**src/rtl/scan_pkg.sv**
```systemverilog
// rtl/scan_pkg.sv - shared constants and state type for the channel scan sequencer
package scan_pkg;

  localparam int NCH   = 8;
  localparam int IDX_W = 3;

  typedef enum logic [0:0] {
    IDLE = 1'b0,
    RUN  = 1'b1
  } scan_state_t;

endpackage

```
**src/rtl/next_chan_find.sv**
```systemverilog
// rtl/next_chan_find.sv - combinational finder for the next enabled channel index
//
// Ports:
//   mask  - channel enables, bit i = channel i
//   cur   - current channel index
//   first - 1: search from channel 0 inclusive; 0: search strictly above cur
//   idx   - lowest matching enabled index (0 when none)
//   found - a matching enabled channel exists
module next_chan_find
  import scan_pkg::*;
(
  input  logic [NCH-1:0]   mask,
  input  logic [IDX_W-1:0] cur,
  input  logic             first,
  output logic [IDX_W-1:0] idx,
  output logic             found
);

  // Descending scan so the last hit written is the lowest qualifying index.
  // Wrap is reported through found=0, never through 3-bit rollover of cur.
  always_comb begin
    idx   = '0;
    found = 1'b0;
    for (int i = NCH - 1; i >= 0; i--) begin
      if (mask[i] && (first || (IDX_W'(i) > cur))) begin
        idx   = IDX_W'(i);
        found = 1'b1;
      end
    end
  end

endmodule

```
**src/rtl/scan_sequencer.sv**
```systemverilog
// rtl/scan_sequencer.sv - registered channel-select sequencer feeding a 3-to-8 decoder
//
// Ports:
//   clk, rst_n - clock, asynchronous active-low reset
//   start      - 1-cycle scan request, honoured in IDLE only
//   stop       - abort, highest priority
//   hold       - freezes the dwell counter in RUN
//   mode       - 0 one-shot, 1 continuous (latched at start)
//   ch_mask    - channel enables (latched at start)
//   dwell      - per-channel hold cycles minus one (latched at start)
//   sel        - registered channel index
//   sel_valid  - sel is a live scan channel
//   busy       - sequencer in RUN
//   step       - pulse when sel takes a new channel
//   done       - pulse at the end of each completed pass
//   err        - pulse when start is rejected for an empty mask
module scan_sequencer
  import scan_pkg::*;
#(
  parameter int DWELL_W = 8
) (
  input  logic               clk,
  input  logic               rst_n,
  input  logic               start,
  input  logic               stop,
  input  logic               hold,
  input  logic               mode,
  input  logic [NCH-1:0]     ch_mask,
  input  logic [DWELL_W-1:0] dwell,
  output logic [IDX_W-1:0]   sel,
  output logic               sel_valid,
  output logic               busy,
  output logic               step,
  output logic               done,
  output logic               err
);

  scan_state_t        state, state_n;
  logic [DWELL_W-1:0] cnt, cnt_n;
  logic [DWELL_W-1:0] dwell_q, dwell_n;
  logic [NCH-1:0]     mask_q, mask_n;
  logic               mode_q, mode_n;
  logic [IDX_W-1:0]   sel_n;
  logic               valid_n, step_n, done_n, err_n;

  logic [IDX_W-1:0]   nxt_idx, low_idx;
  logic               nxt_found, low_found;
  logic [NCH-1:0]     low_mask;

  // In IDLE the lowest channel comes from the live mask being latched this
  // cycle; in RUN it comes from the latched mask for continuous wrap.
  assign low_mask = (state == IDLE) ? ch_mask : mask_q;

  next_chan_find u_next (
    .mask  (mask_q),
    .cur   (sel),
    .first (1'b0),
    .idx   (nxt_idx),
    .found (nxt_found)
  );

  next_chan_find u_low (
    .mask  (low_mask),
    .cur   (sel),
    .first (1'b1),
    .idx   (low_idx),
    .found (low_found)
  );

  // busy is the state flop itself, so it stays registered.
  assign busy = (state == RUN);

  always_ff @(posedge clk or negedge rst_n) begin
    if (!rst_n) begin
      state     <= IDLE;
      cnt       <= '0;
      dwell_q   <= '0;
      mask_q    <= '0;
      mode_q    <= 1'b0;
      sel       <= '0;
      sel_valid <= 1'b0;
      step      <= 1'b0;
      done      <= 1'b0;
      err       <= 1'b0;
    end else begin
      state     <= state_n;
      cnt       <= cnt_n;
      dwell_q   <= dwell_n;
      mask_q    <= mask_n;
      mode_q    <= mode_n;
      sel       <= sel_n;
      sel_valid <= valid_n;
      step      <= step_n;
      done      <= done_n;
      err       <= err_n;
    end
  end

  always_comb begin
    state_n = state;
    cnt_n   = cnt;
    dwell_n = dwell_q;
    mask_n  = mask_q;
    mode_n  = mode_q;
    sel_n   = sel;
    valid_n = sel_valid;
    step_n  = 1'b0;
    done_n  = 1'b0;
    err_n   = 1'b0;

    case (state)
      IDLE: begin
        if (start && !stop) begin
          dwell_n = dwell;
          mask_n  = ch_mask;
          mode_n  = mode;
          if (!low_found) begin
            err_n = 1'b1;
          end else begin
            state_n = RUN;
            sel_n   = low_idx;
            valid_n = 1'b1;
            step_n  = 1'b1;
            cnt_n   = '0;
          end
        end
      end
      RUN: begin
        if (stop) begin
          state_n = IDLE;
          valid_n = 1'b0;
        end else if (hold) begin
          // counter and sel frozen
        end else if (cnt < dwell_q) begin
          cnt_n = cnt + DWELL_W'(1);
        end else if (nxt_found) begin
          sel_n  = nxt_idx;
          step_n = 1'b1;
          cnt_n  = '0;
        end else begin
          done_n = 1'b1;
          if (mode_q) begin
            sel_n  = low_idx;
            step_n = 1'b1;
            cnt_n  = '0;
          end else begin
            state_n = IDLE;
            valid_n = 1'b0;
          end
        end
      end
      default: state_n = IDLE;
    endcase
  end

endmodule

```
**config.mk**
```make
export PLATFORM = sky130hd
export DESIGN_NAME = scan_sequencer
export DESIGN_NICKNAME = d
export VERILOG_FILES = /design/src/rtl/scan_pkg.sv /design/src/rtl/next_chan_find.sv /design/src/rtl/scan_sequencer.sv
export SDC_FILE = /design/constraint.sdc
export NUM_CORES = 1
export LEC_CHECK = 0
export CAP_MARGIN = 20
export CORE_AREA = 3 3 102 80
export CTS_BUF_LIST = sky130_fd_sc_hd__clkbuf_4 sky130_fd_sc_hd__clkbuf_8
export CTS_CLUSTER_SIZE = 40
export DETAILED_ROUTE_END_ITERATION = 8
export DIE_AREA = 0 0 105 83
export DONT_BUFFER_PORTS = 1
export PLACE_DENSITY_LB_ADDON = 0.2
export REMOVE_ABC_BUFFERS = 1
export SETUP_SLACK_MARGIN = 0.4
export SYNTH_ARGS = -nofsm -noshare
export SYNTH_HDL_FRONTEND = slang
export SYNTH_HIERARCHICAL = 1
export SYNTH_SLANG_ARGS = --single-unit
```
**constraint.sdc**
```tcl
create_clock -name clk -period 3.7 [get_ports clk]
set_input_delay 0.185 -clock clk [delete_from_list [all_inputs] [get_ports clk]]
set_output_delay 0.185 -clock clk [all_outputs]
set_load 0.02 [all_outputs]
```
# Yosys cells after proc, flatten, opt, wreduce, memory -nomap -nowiden
# Cells that the tools add are included.
[totals] elab_cells=123 register_bits=33 input_bits=22
[classes] n_addsub=1 eq_ne=11 n_lt_le_gt_ge=9 bitwise_logic=1 n_mux=77 n_reduce_logical=14
[op_table] op="$mux 3" n=23
[op_table] op="$mux 8" n=8
[op_table] op="$mux 1" n=41
[op_table] op="$pmux 8 s2" n=1
[op_table] op="$gt 3x3->1 const A" n=4
[op_table] op="$ne 3x3->1 const B" n=4
[op_table] op="$reduce_and 6->1" n=2
[op_table] op="$logic_and 1x1->1" n=9
[op_table] op="$add 8x1->8 const B" n=1
[op_table] op="$lt 8x8->1" n=1
[op_table] op="$ne 2x2->1 const B" n=4
[op_table] op="$gt 1x3->1 const A" n=2
[op_table] op="$gt 2x3->1 const A" n=2
[op_table] op="$pmux 1 s2" n=3
[op_table] op="$pmux 3 s2" n=1
[op_table] op="$reduce_and 5->1" n=1
[op_table] op="$ne 4x1->1 const B" n=1
[op_table] op="$ne 3x1->1 const B" n=1
[op_table] op="$ne 2x1->1 const B" n=1
[op_table] op="$reduce_and 2->1" n=1
[op_table] op="$logic_not 1->1" n=1
[op_table] op="$not 1->1" n=1

# Longest topological paths before layout
# Gate-level depths: netlist (run 1).
[logic_depth] depth_word=15 mapped_depth=12

# Cells and area by module
# The synthesis (run 1) kept the hierarchy.
[modules_own_cells] mod="scan_sequencer" cells_each=162 instances=1 area_each_um2=1810.5 seq_area_each_um2=825.8
[modules_own_cells] mod="next_chan_find" cells_each=37 instances=2 area_each_um2=236.5 seq_area_each_um2=0.0

# Worst setup path after synthesis (run 1)
# OpenSTA, ideal clock, no wires.
[synth_path] path_kind="register -> register" start="reg state, in the netlist busy" end="reg cnt[0]" arrival_ns=2.581 synth_period_minus_slack_ns=2.706 required_time_ns=3.575 slack_ns=0.994 path_stages_with_launch=11 cell_sequence="dfrtp_1 -> buf_4 -> clkbuf_1 -> mux2_2 -> o22a_1 -> nor2_1 -> nand4_1 -> nand4bb_2 -> nand2_1 -> and3_1 -> mux2_2"
[synth_between] word_cells_on_any_way=17
[synth_rtl] element="start: declaration" line="scan_sequencer.sv:38" text="scan_state_t state, state_n;"
[synth_rtl] element="start signal: assignment" line="scan_sequencer.sv:86" text="state <= state_n;"
[synth_rtl] element="$mux 8" line="scan_sequencer.sv:52" text="assign low_mask = (state == IDLE) ? ch_mask : mask_q;"
[synth_rtl] element="net low_mask[5]" line="scan_sequencer.sv:48" text="logic [NCH-1:0] low_mask;"
[synth_rtl] element="$mux 1 (6 in series)" line="next_chan_find.sv:25" text="if (mask[i] && (first || (IDX_W'(i) > cur))) begin"
[synth_rtl] element="net low_found" line="scan_sequencer.sv:47" text="logic nxt_found, low_found;"
[synth_rtl] element="$ne 2x2->1 (no source line)"
[synth_rtl] element="$reduce_and 5->1 (no source line)"
[synth_rtl] element="end signal: assignment" line="scan_sequencer.sv:87" text="cnt <= cnt_n;"
[synth_rtl] element="end: declaration" line="scan_sequencer.sv:39" text="logic [DWELL_W-1:0] cnt, cnt_n;"
# The timed path passes the listed nets, and every way through them passes these cells.
# A chain may end at the register's enable or synchronous reset.

# Worst setup path in the final report (run 1)
[layout_path] start="reg state, in the netlist busy" end="reg cnt[0]"
[layout_between] elab_chain_len=11 word_cells_on_any_way=17
[layout_rtl] element="$mux 8" line="scan_sequencer.sv:52"
[layout_rtl] element="net low_mask[7]" line="scan_sequencer.sv:48"
[layout_rtl] element="$mux 1 (8 in series)" line="next_chan_find.sv:25"
[layout_rtl] element="net low_found" line="scan_sequencer.sv:47"
[layout_rtl] element="$ne 2x2->1 (no source line)"
[layout_rtl] element="$reduce_and 5->1 (no source line)"
# The timed path passes the listed nets, and every way through them passes these cells.

==> impl_metrics.tcl, run 1 <==
set metrics [dict create \
    instances_no_fill 340 \
    cts-root-buf "clkbuf_8" \
    endpoint_kind "flop" \
    clockBufferDepth 2 \
    ys_ff_latch 33 \
    grtUsageTotal 0.131 \
    grt_max_degree 34 \
    cp.required_ps 3870 \
    avgRoutedWirePerCell_um 16.1 \
    ioPinCount 30 \
    grt_pass1_vias 1769 \
    intPower_w 0.000854 \
    crit_top_cell "mux2_2" \
    htree_levels 2 \
    placedInstanceArea_um2 2370 \
    cts_resized 0 \
    use_met3 0.0373 \
    drc 0 \
    nNetsFinal 268 \
    syn_area_um2 2280 \
    slew_viol_final 0 \
    ys.flop_type "dfrtp_1" \
    cts_tree "yes" \
    power.leakage_nw 1.02 \
    p_switching_w 0.000523 \
    cp_cell_sequence "mux2_2, o22a_1, nor2_1, nand4_1, nand4bb_2, nand2_1, and3_1, mux2_2" \
    routed_wl_mm 5.46 \
    met1_usage 0.200 \
    p_total_w 0.00138 \
    die_w_um 105 \
    critPathArrivalTime_ps 3150 \
    tns_ps 0 \
    gr-usage-met2 0.177 \
    startpoint_type "flop" \
    first_iter_violations 126 \
    drtAntennaViolNets 0 \
    pwr-share-clk 0.220 \
    fmaxAchievable_mhz 336 \
    p_per_area_nw_per_um2 551 \
    hold_viol 0 \
    clock_sinks 33 \
    status "finished, final reports clean" \
    post_cts_buffers 0 \
    gr-total-overflow 0 \
    critPathMaxStageDelay_ps 740 \
    critPathSlowestCell "dfrtp_1" \
    antenna_found_initial 0 \
    place.gp.congestion 0.827 \
    fillerInstances 781 \
    dp.cells 330 \
    yosys-top-cells-area "dfrtp_1 (36%), mux2_2 (11%), o21ai_0 (4.6%)" \
    max-vdd-ir-drop_v 0.000244 \
    portBuffers 0 \
    cts_made_buffers 5 \
    hp-class "in -> reg" \
    ys_warn_count 6 \
    first_pass_iters 4 \
    utilization 0.346 \
    stdcell_area_um2 2500 \
    combPwrFrac 0.346 \
    clk_latency_ps 280 \
    cp_num_buf_inv 0 \
    die_height_um 83 \
    period_share 0.804 \
    area_growth_pct 9.53 \
    synth.avg_cell_area_um2 9.68 \
    cp_max_fo 10 \
    std_cell_rows 27 \
    synth_largest_area_cell "dfrtp_1" \
    n_antenna_cell 0 \
    path_class "reg -> reg" \
    crit_family "simple AND/OR/NAND/NOR gates" \
    synth-seq-area-share 0.362 \
    start_util 0.316 \
    setup_viol 0 \
    synthCells 236 \
    switching_share 0.380 \
    yosysTopAreaCellShare 0.362 \
    synthArstFlopShare 1.00 \
    relSlewSlack 0.476 \
    grt_pass1_wl_mm 9.29 \
    cts.clk_slew.worst_paths_ps 70 \
    core_area_um2 7230 \
    seq_power_share 0.434 \
    synth_edf_count 0 \
    cts_hold_buf 2 \
    grt-busiest-layer "met1" \
    tightest_slew_ps 786 \
    dieArea_um2 8720 \
    layout-drive-gt1-share 0.192 \
    rsz0062_at_grt "false" \
    maxCapViolations 0 \
    synth_cell_types 45 \
    min_period_ps 2970 \
    routed_via_density 5.21 \
    dr_total_vias 1773 \
    dp_hpwl_mm 4.04 \
    clock_skew_ps 4.29 \
]
==> synth_stat cells (3+ instances only) <==
cell      count
dfrtp_1      33
nand2_1      24
mux2_2       23
o21ai_0      21
nor2_1       11
nor2b_1      11
a21oi_1      10
ha_1          8
inv_1         7
nand2b_1      7
o22a_1        6
and3_1        5
mux2i_1       5
o211ai_1      5
buf_2         4
nand4_1       4
nor4_1        4
buf_6         3
mux2_4        3
nor3_1        3
nor3b_1       3
==> stage by stage <==
| stage | worst slack (ps) | hold slack [ps] |
|---|---|---|
| 6_report | 725 | 15.9 |
| 5_1_grt | 557 | 17.7 |
| 3_5_place_dp | 769 | -109 |
| 3_3_place_gp | 795 | -109 |
| 4_1_cts | 755 | 6.88 |
| 2_1_floorplan | 1180 | -111 |
==> cell type report <==
cell class | instances | area, um^2 | share of cell area
inverters | 7 | 26.3 | 0.0105
flip-flops and latches | 33 | 826 | 0.330
clock buffers | 7 | 96.3 | 0.0385
well taps | 101 | 126 | 0.0505
clock inverters | 1 | 5.00 | 0.00200
repair buffers | 5 | 52.6 | 0.0210
multi-input cells | 186 | 1370 | 0.547
==> cells in the final DEF (no fill, tap or decap), drive strengths merged <==
| cell type | count |
|---|---|
| ha | 8 |
| mux2i | 5 |
| a21oi | 10 |
| nand4 | 4 |
| o211ai | 5 |
| buf | 4 |
| nor3 | 3 |
| inv | 7 |
| o2bb2ai | 2 |
| o31a | 1 |
| clkbuf | 7 |
| o22ai | 2 |
| conb | 2 |
| nand4bb | 1 |
| nand2b | 8 |
| mux2 | 26 |
| or2 | 1 |
| nor2 | 11 |
| nor4 | 4 |
| nor2b | 11 |
| or3b | 1 |
| o22a | 6 |
| a22oi | 2 |
| nand2 | 24 |
| nor3b | 4 |
| a22o | 1 |
| and3 | 5 |
| nand3b | 2 |
| o21ai | 24 |
| o21a | 2 |
| a2111oi | 1 |
| and2 | 2 |
| or4 | 1 |
| dlygate4sd3 | 1 |
| dfrtp | 33 |
| o31ai | 4 |
| clkinv | 1 |
| nand3 | 1 |
| o2111a | 2 |
==> cell families (layout without fill, tap and decap cells) <==
kind of cell    count (synthesis)  after routing  synth area share
simple gates                   83             83             0.202
compound gates                 62             62             0.193
mux                            31             31             0.155
fa+ha+maj                       8              8            0.0438
flops                          33             33             0.362
buf+inv                        17             20            0.0416
other cells                     2              2           0.00329
==> final timing paths <==
| check | from | endpoint | slack, ps | cells past startpoint |
|---|---|---|---|---|
| setup / recovery | busy | cnt[0] | 730 | 8 |
| hold / removal | dwell[6] | dwell_q[6] | 20 | 2 |
| setup reg to reg | busy | cnt[0] | 730 | 8 |
| hold reg to reg | dwell_q[4] | dwell_q[4] | 540 | 2 |
| max in group asynchronous | rst_n | sel[0] | 3180 | 2 |
| min in group asynchronous | rst_n | dwell_q[4] | 350 | 2 |
==> power by group through the flow <==
stage / registers [W] / logic, W / clock network (W)
after floorplan: 0.000558 / 0.000389 / 0
after global placement: 0.000603 / 0.000460 / 0
after detailed placement: 0.000603 / 0.000463 / 0
after CTS: 0.000597 / 0.000477 / 0.000317
after global routing: 0.000616 / 0.000539 / 0.000331
final: 0.000598 / 0.000477 / 0.000302
==> state kept, by name (all words and copies together), names as in the netlist <==
name	flops
sel	3
done	1
mask_q	8
err	1
busy	1
sel_valid	1
step	1
cnt	8
mode_q	1
dwell_q	8
==> per-layer routing <==
| metal | vias up | part of all wire |
|---|---|---|
| met3 | 5 | 0.052 |
| met4 | 0 | 0.010 |
| met2 | 38 | 0.39 |
| met5 | - | 0 |
| li1 | 865 | - |
| met1 | 865 | 0.55 |
Note: power is estimated with default switching activity, not from simulation.
==> run 2: changes to the inputs <==
--- a/config.mk
+++ b/config.mk
@@ -5,12 +5,13 @@
 export SDC_FILE = /design/constraint.sdc
 export NUM_CORES = 1
 export LEC_CHECK = 0
+export ABC_AREA = 1
 export CAP_MARGIN = 20
-export CORE_AREA = 3 3 102 80
+export CORE_AREA = 3 3 102 79
 export CTS_BUF_LIST = sky130_fd_sc_hd__clkbuf_4 sky130_fd_sc_hd__clkbuf_8
 export CTS_CLUSTER_SIZE = 40
 export DETAILED_ROUTE_END_ITERATION = 8
-export DIE_AREA = 0 0 105 83
+export DIE_AREA = 0 0 105 82
 export DONT_BUFFER_PORTS = 1
 export PLACE_DENSITY_LB_ADDON = 0.2
 export REMOVE_ABC_BUFFERS = 1
==> constraint.sdc (replaced) <==
create_clock -name clk -period 3.1 [get_ports clk]
set_input_delay 0.155 -clock clk [delete_from_list [all_inputs] [get_ports clk]]
set_output_delay 0.155 -clock clk [all_outputs]
set_load 0.02 [all_outputs]
==> run 2 against run 1 <==
Effect of this change:
- first-iteration DRC count is 5.6% higher
- clock power increased by 11%
- synthesized area is 1.0% lower
- non-clock buffer count is the same
- core utilization up 0.12 points
- die area decreased by 1.2%
- count of clock-buffer cells in the layout shrank 2
==> impl_metrics.tcl, run 2 <==
set metrics [dict create \
    gr-total-overflow 0 \
    min_period_ps 2400 \
    max-vdd-ir-drop_v 0.000214 \
    layout-drive-gt1-share 0.108 \
    cts.clk_slew.worst_paths_ps 80 \
    grt_pass1_wl_mm 9.18 \
    htree_levels 2 \
    dp_hpwl_mm 4.09 \
    layout_commonest_cell "nand2_1" \
    cts_tree "yes" \
    critPathArrivalTime_ps 2590 \
    synth-seq-area-share 0.365 \
    p_per_area_nw_per_um2 859 \
    first_pass_iters 4 \
    clock_sinks 33 \
    period_share 0.774 \
    tns_ps 0 \
    stdcell_area_um2 2510 \
    cts-root-buf "clkbuf_8" \
    cp.required_ps 3290 \
    ys_ff_latch 33 \
    ys_warn_count 6 \
    hold_viol 0 \
    reg2reg_from "busy" \
    slew_viol_final 0 \
    grt_max_degree 34 \
    start_util 0.313 \
    whs_path_depth 2 \
    rsz0062_at_grt "false" \
    syn_area_um2 2260 \
    fmaxAchievable_mhz 417 \
    synthArstFlopShare 1.00 \
    place.gp.congestion 0.849 \
    setup_viol 0 \
    ioPinCount 30 \
    grtUsageTotal 0.137 \
    ys.flop_type "dfrtp_1" \
    synthMostInstantiatedCell "nand2_1" \
    drtAntennaViolNets 0 \
    first_iter_violations 133 \
    clockBufferDepth 2 \
    placedInstanceArea_um2 2380 \
    routed_wl_mm 5.54 \
    rr_endpoint "sel[2]" \
    endpoint_kind "flop" \
    maxCapViolations 0 \
    fillerInstances 807 \
    hp-class "in -> reg" \
    largestRegisters "cnt: 8 flops, dwell_q: 8 flops, mask_q: 8 flops" \
    nNetsFinal 362 \
    status "finished, final reports clean" \
    cp-startpoint "busy" \
    yosysTopAreaCellShare 0.365 \
    avgRoutedWirePerCell_um 12.8 \
    path_class "reg -> reg" \
    std_cell_rows 27 \
    utilization 0.347 \
    synth.avg_cell_area_um2 7.04 \
    hp-start "ch_mask[6]" \
    clock_skew_ps 6.02 \
    core_area_um2 7230 \
    startpoint_type "flop" \
    cp_max_fo 15 \
    area_growth_pct 11.1 \
    antenna_found_initial 0 \
    die_height_um 82 \
    final_cell_mix "nand2_1 (91), inv_1 (45), nor2_1 (34)" \
    dr_total_vias 1942 \
    drc 0 \
    setup_slack_ps 701 \
    yosys-top-cells-area "dfrtp_1 (37%), nand2_1 (15%), inv_1 (7.5%)" \
    n_antenna_cell 0 \
    synth_edf_count 0 \
    synth_largest_area_cell "dfrtp_1" \
    relSlewSlack 0.648 \
    place_ws_ps 710 \
    routed_via_density 4.47 \
    synth_cell_types 28 \
    reg2reg_depth 10 \
    hold_slack_ps 17.8 \
    power.leakage_nw 1.38 \
    clk_latency_ps 300 \
    synth_commonest_cells "nand2_1 (91), inv_1 (45), nor2_1 (34), dfrtp_1 (33), nand3_1 (27)" \
    die_w_um 105 \
    synthCells 321 \
    portBuffers 0 \
    cts_made_buffers 5 \
    dieArea_um2 8610 \
    tightest_slew_ps 529 \
    rrSetupSlack_ps 700 \
    whs_endpoint "mask_q[6]" \
    grt_pass1_vias 1717 \
]
run 2: cell types whose count changed after synthesis, sizes merged, moves of 6 or more:
cell,change
mux2,-22
nor2,+24
inv,+41
nand3,+29
nand2,+75
o21ai,-6
a21oi,+7
nor2b,-11
o22a,-6
nand2b,-8
run 2: critical path: stages (launching register included):
cell and delay [ps]:
dfrtp_1 530, o21ai_0 300, nand2_1 80, a21oi_1 210
nor2_1 110, nand4_1 130, nand4_1 190, nand2_2 290
nand3_1 250, nand2_1 130, nand2_1 50
run 2: cell families (layout without fill, tap and decap cells):
kind of cell,Yosys count,after routing,synth area share
xor gates and xnor gates,4,4,0.0155
DFF,33,33,0.365
buffers and inverters,55,61,0.0974
other,2,8,0.00332
adders and majority gates,8,8,0.0443
and+or+nand+nor,176,176,0.357
muxes,4,4,0.0199
AOI/OAI and AO/OA,39,39,0.0975
run 2: per-stage QoR:
step / instances / total power (W)
floorplan: 320 / 0.00156
global placement: 423 / 0.00180
detailed placement: 423 / 0.00181
CTS: 434 / 0.00218
global route: 434 / 0.00240
finish: 434 / 0.00216
run 2: what timing repair did:
item | 4_1_cts | 5_1_grt
endpoints found under the hold margin | 34 | 0
resized for setup | 0 | 0
buffers inserted | 0 | 0
hold buffers | 3 | 0
run 2: layout make-up:
| cell class | instances | area, um^2 | share of cell area |
|---|---|---|---|
| multi-input cells | 239 | 1240 | 0.493 |
| flip-flops and latches | 33 | 826 | 0.329 |
| inverters | 48 | 180 | 0.0718 |
| well taps | 101 | 126 | 0.0503 |
| clock buffers | 5 | 68.8 | 0.0274 |
| repair buffers | 5 | 55.1 | 0.0219 |
| clock inverters | 3 | 17.5 | 0.00698 |
run 2: where the power goes:
part	switching [W]	internal, W
registers	0.000204	0.000591
clock network	0.000181	0.000155
logic	0.000629	0.000397
total	0.00101	0.00114
run 2: layer usage:
metal | global-route usage | wire (um) | vias up
li1 | - | - | 1030
met1 | 0.208 | 3080 | 868
met2 | 0.183 | 2120 | 38
met3 | 0.0338 | 248 | 6
met4 | 0.0511 | 87 | 0
met5 | 0 | 0 | -
run 2: how the worst max path moves through the flow:
stage,to
2_1_floorplan,sel[1]
3_3_place_gp,sel[2]
3_5_place_dp,sel[2]
4_1_cts,sel[2]
5_1_grt,sel[0]
6_report,sel[2]
==> run 3: changes to the inputs <==
==> constraint.sdc (replaced) <==
create_clock -name clk -period 2.51 [get_ports clk]
set_input_delay 0.1255 -clock clk [delete_from_list [all_inputs] [get_ports clk]]
set_output_delay 0.1255 -clock clk [all_outputs]
set_load 0.02 [all_outputs]
==> run 3 against run 2 <==
Effect of this change:
- setup slack worse by 170 ps
- count of clock-buffer cells in the layout rose by 2
- cell count up 3.2%
- highest routed layer unchanged
- non-clock buffer count is 14 higher
- die area is the same
- cell area rose by 8.9%
- critical path depth is 2 higher
- total power rose by 41%
==> impl_metrics.tcl, run 3 (synthesis results as in run 2) <==
set metrics [dict create \
    drtAntennaViolNets 0 \
    start_util 0.313 \
    htree_levels 2 \
    final_cell_mix "nand2_1 (88), inv_1 (44), dfrtp_1 (29)" \
    layout-drive-gt1-share 0.193 \
    period_share 0.788 \
    place_ws_ps 214 \
    cts_tree "yes" \
    max-vdd-ir-drop_v 0.000421 \
    critPathArrivalTime_ps 2150 \
    portBuffers 0 \
    placedInstanceArea_um2 2400 \
    grtUsageTotal 0.133 \
    place.gp.congestion 0.827 \
    min_period_ps 1980 \
    nNetsFinal 376 \
    clock_skew_ps 4.43 \
    die_w_um 105 \
    fmaxAchievable_mhz 505 \
    drc 0 \
    maxCapViolations 0 \
    cp_max_fo 8 \
    rsz0062_at_grt "true" \
    setup_slack_ps 532 \
    p_per_area_nw_per_um2 1110 \
    routed_wl_mm 5.51 \
    tns_ps 0 \
    startpoint_type "flop" \
    dieArea_um2 8610 \
    core_area_um2 7230 \
    path_class "reg -> reg" \
    grt_max_degree 34 \
    p_total_w 0.00304 \
    multi_input_area_um2 1280 \
    fillerInstances 790 \
    antenna_found_initial 0 \
    hold_viol 0 \
    routed_via_density 4.51 \
    setup_viol 0 \
    clock_sinks 33 \
    first_pass_iters 4 \
    cp.required_ps 2680 \
    largestRegisters "cnt: 8 flops, dwell_q: 8 flops, mask_q: 8 flops" \
    clockBufferDepth 2 \
    die_height_um 82 \
    area_growth_pct 21.0 \
    hp-class "in -> reg" \
    dp_hpwl_mm 4.07 \
    seq_area_um2 831 \
    cts-root-buf "clkbuf_8" \
    ioPinCount 30 \
    hold_slack_ps 7.37 \
    grt_pass1_wl_mm 9.27 \
    power.leakage_nw 1.47 \
    clk_latency_ps 280 \
    layout_commonest_cell "nand2_1" \
    cts.clk_slew.worst_paths_ps 70 \
    slew_viol_final 0 \
    n_antenna_cell 0 \
    avgRoutedWirePerCell_um 12.3 \
    gr-total-overflow 0 \
    first_iter_violations 110 \
    grt_pass1_vias 1865 \
    stdcell_area_um2 2730 \
    cts_made_buffers 5 \
    std_cell_rows 27 \
    endpoint_kind "flop" \
    status "finished, final reports clean" \
    dr_total_vias 2021 \
]
==> run 3: changes by cell type in the layout (fill, tap and decap cells not counted), moves of 4 or more <==
cell,change
buf_4,+8
dfrtp_1,-4
o21ai_1,+4
nor2_1,-6
dfrtp_2,+4
o21ai_0,-5
nor2_2,+5
==> run 3: final cells by class <==
cell class	count	share of cell area
clock inverter	1	0.0110
sequential	33	0.304
multi-input combinational	239	0.470
inverter	48	0.0659
tap	101	0.0462
clock buffer	7	0.0330
timing repair buffer	19	0.0700
==> run 3: repair_timing <==
| action | in CTS | in global routing |
|---|---|---|
| hold buffers | 4 | 0 |
| hold endpoints to repair | 35 | 0 |
| setup endpoints to repair | 11 | 12 |
| pin swaps | 1 | 11 |
| buffers inserted | 2 | 9 |
| resized for setup | 4 | 28 |
==> run 3: final timing paths <==
check | start | end | slack (ps) | cells after the start
min in group asynchronous | rst_n | done | 310 | 2
worst min-delay path | dwell[4] | dwell_q[4] | 7 | 2
worst min register to register | dwell_q[0] | dwell_q[0] | 520 | 1
worst max register to register | busy | cnt[1] | 530 | 12
max in group asynchronous | rst_n | sel[0] | 2000 | 2
worst max-delay path | busy | cnt[1] | 530 | 12
==> run 3: routing by layer <==
layer	wire [um]	track usage
met2	2280	0.201
met1	2870	0.191
met3	326	0.0385
met5	0	0
met4	32	0.0236
==> run 3: through the flow <==
step | utilization | instances
global placement | 0.332 | 425
detailed placement | 0.332 | 425
global route | 0.378 | 448
finish | 0.378 | 448
floorplan | - | 320
CTS | 0.358 | 439
==> run 3: power by group <==
| group | internal, W | total [W] | switching, W |
|---|---|---|---|
| clock | 0.000335 | 0.000529 | 0.000195 |
| sequential | 0.000737 | 0.000946 | 0.000209 |
| combinational | 0.000658 | 0.00156 | 0.000904 |
| total | 0.00173 | 0.00304 | 0.00131 |
==> run 3: critical path: stages (launching register included) <==
cell and delay [ps]:
dfrtp_2 430, buf_12 140, o21ai_1 220, o21ai_2 110, nand2_2 90, nor2_4 40
nand4_1 140, nand4_1 170, nand2_2 190, buf_4 140, nand2_4 70, nand2_1 60
nand2_1 50
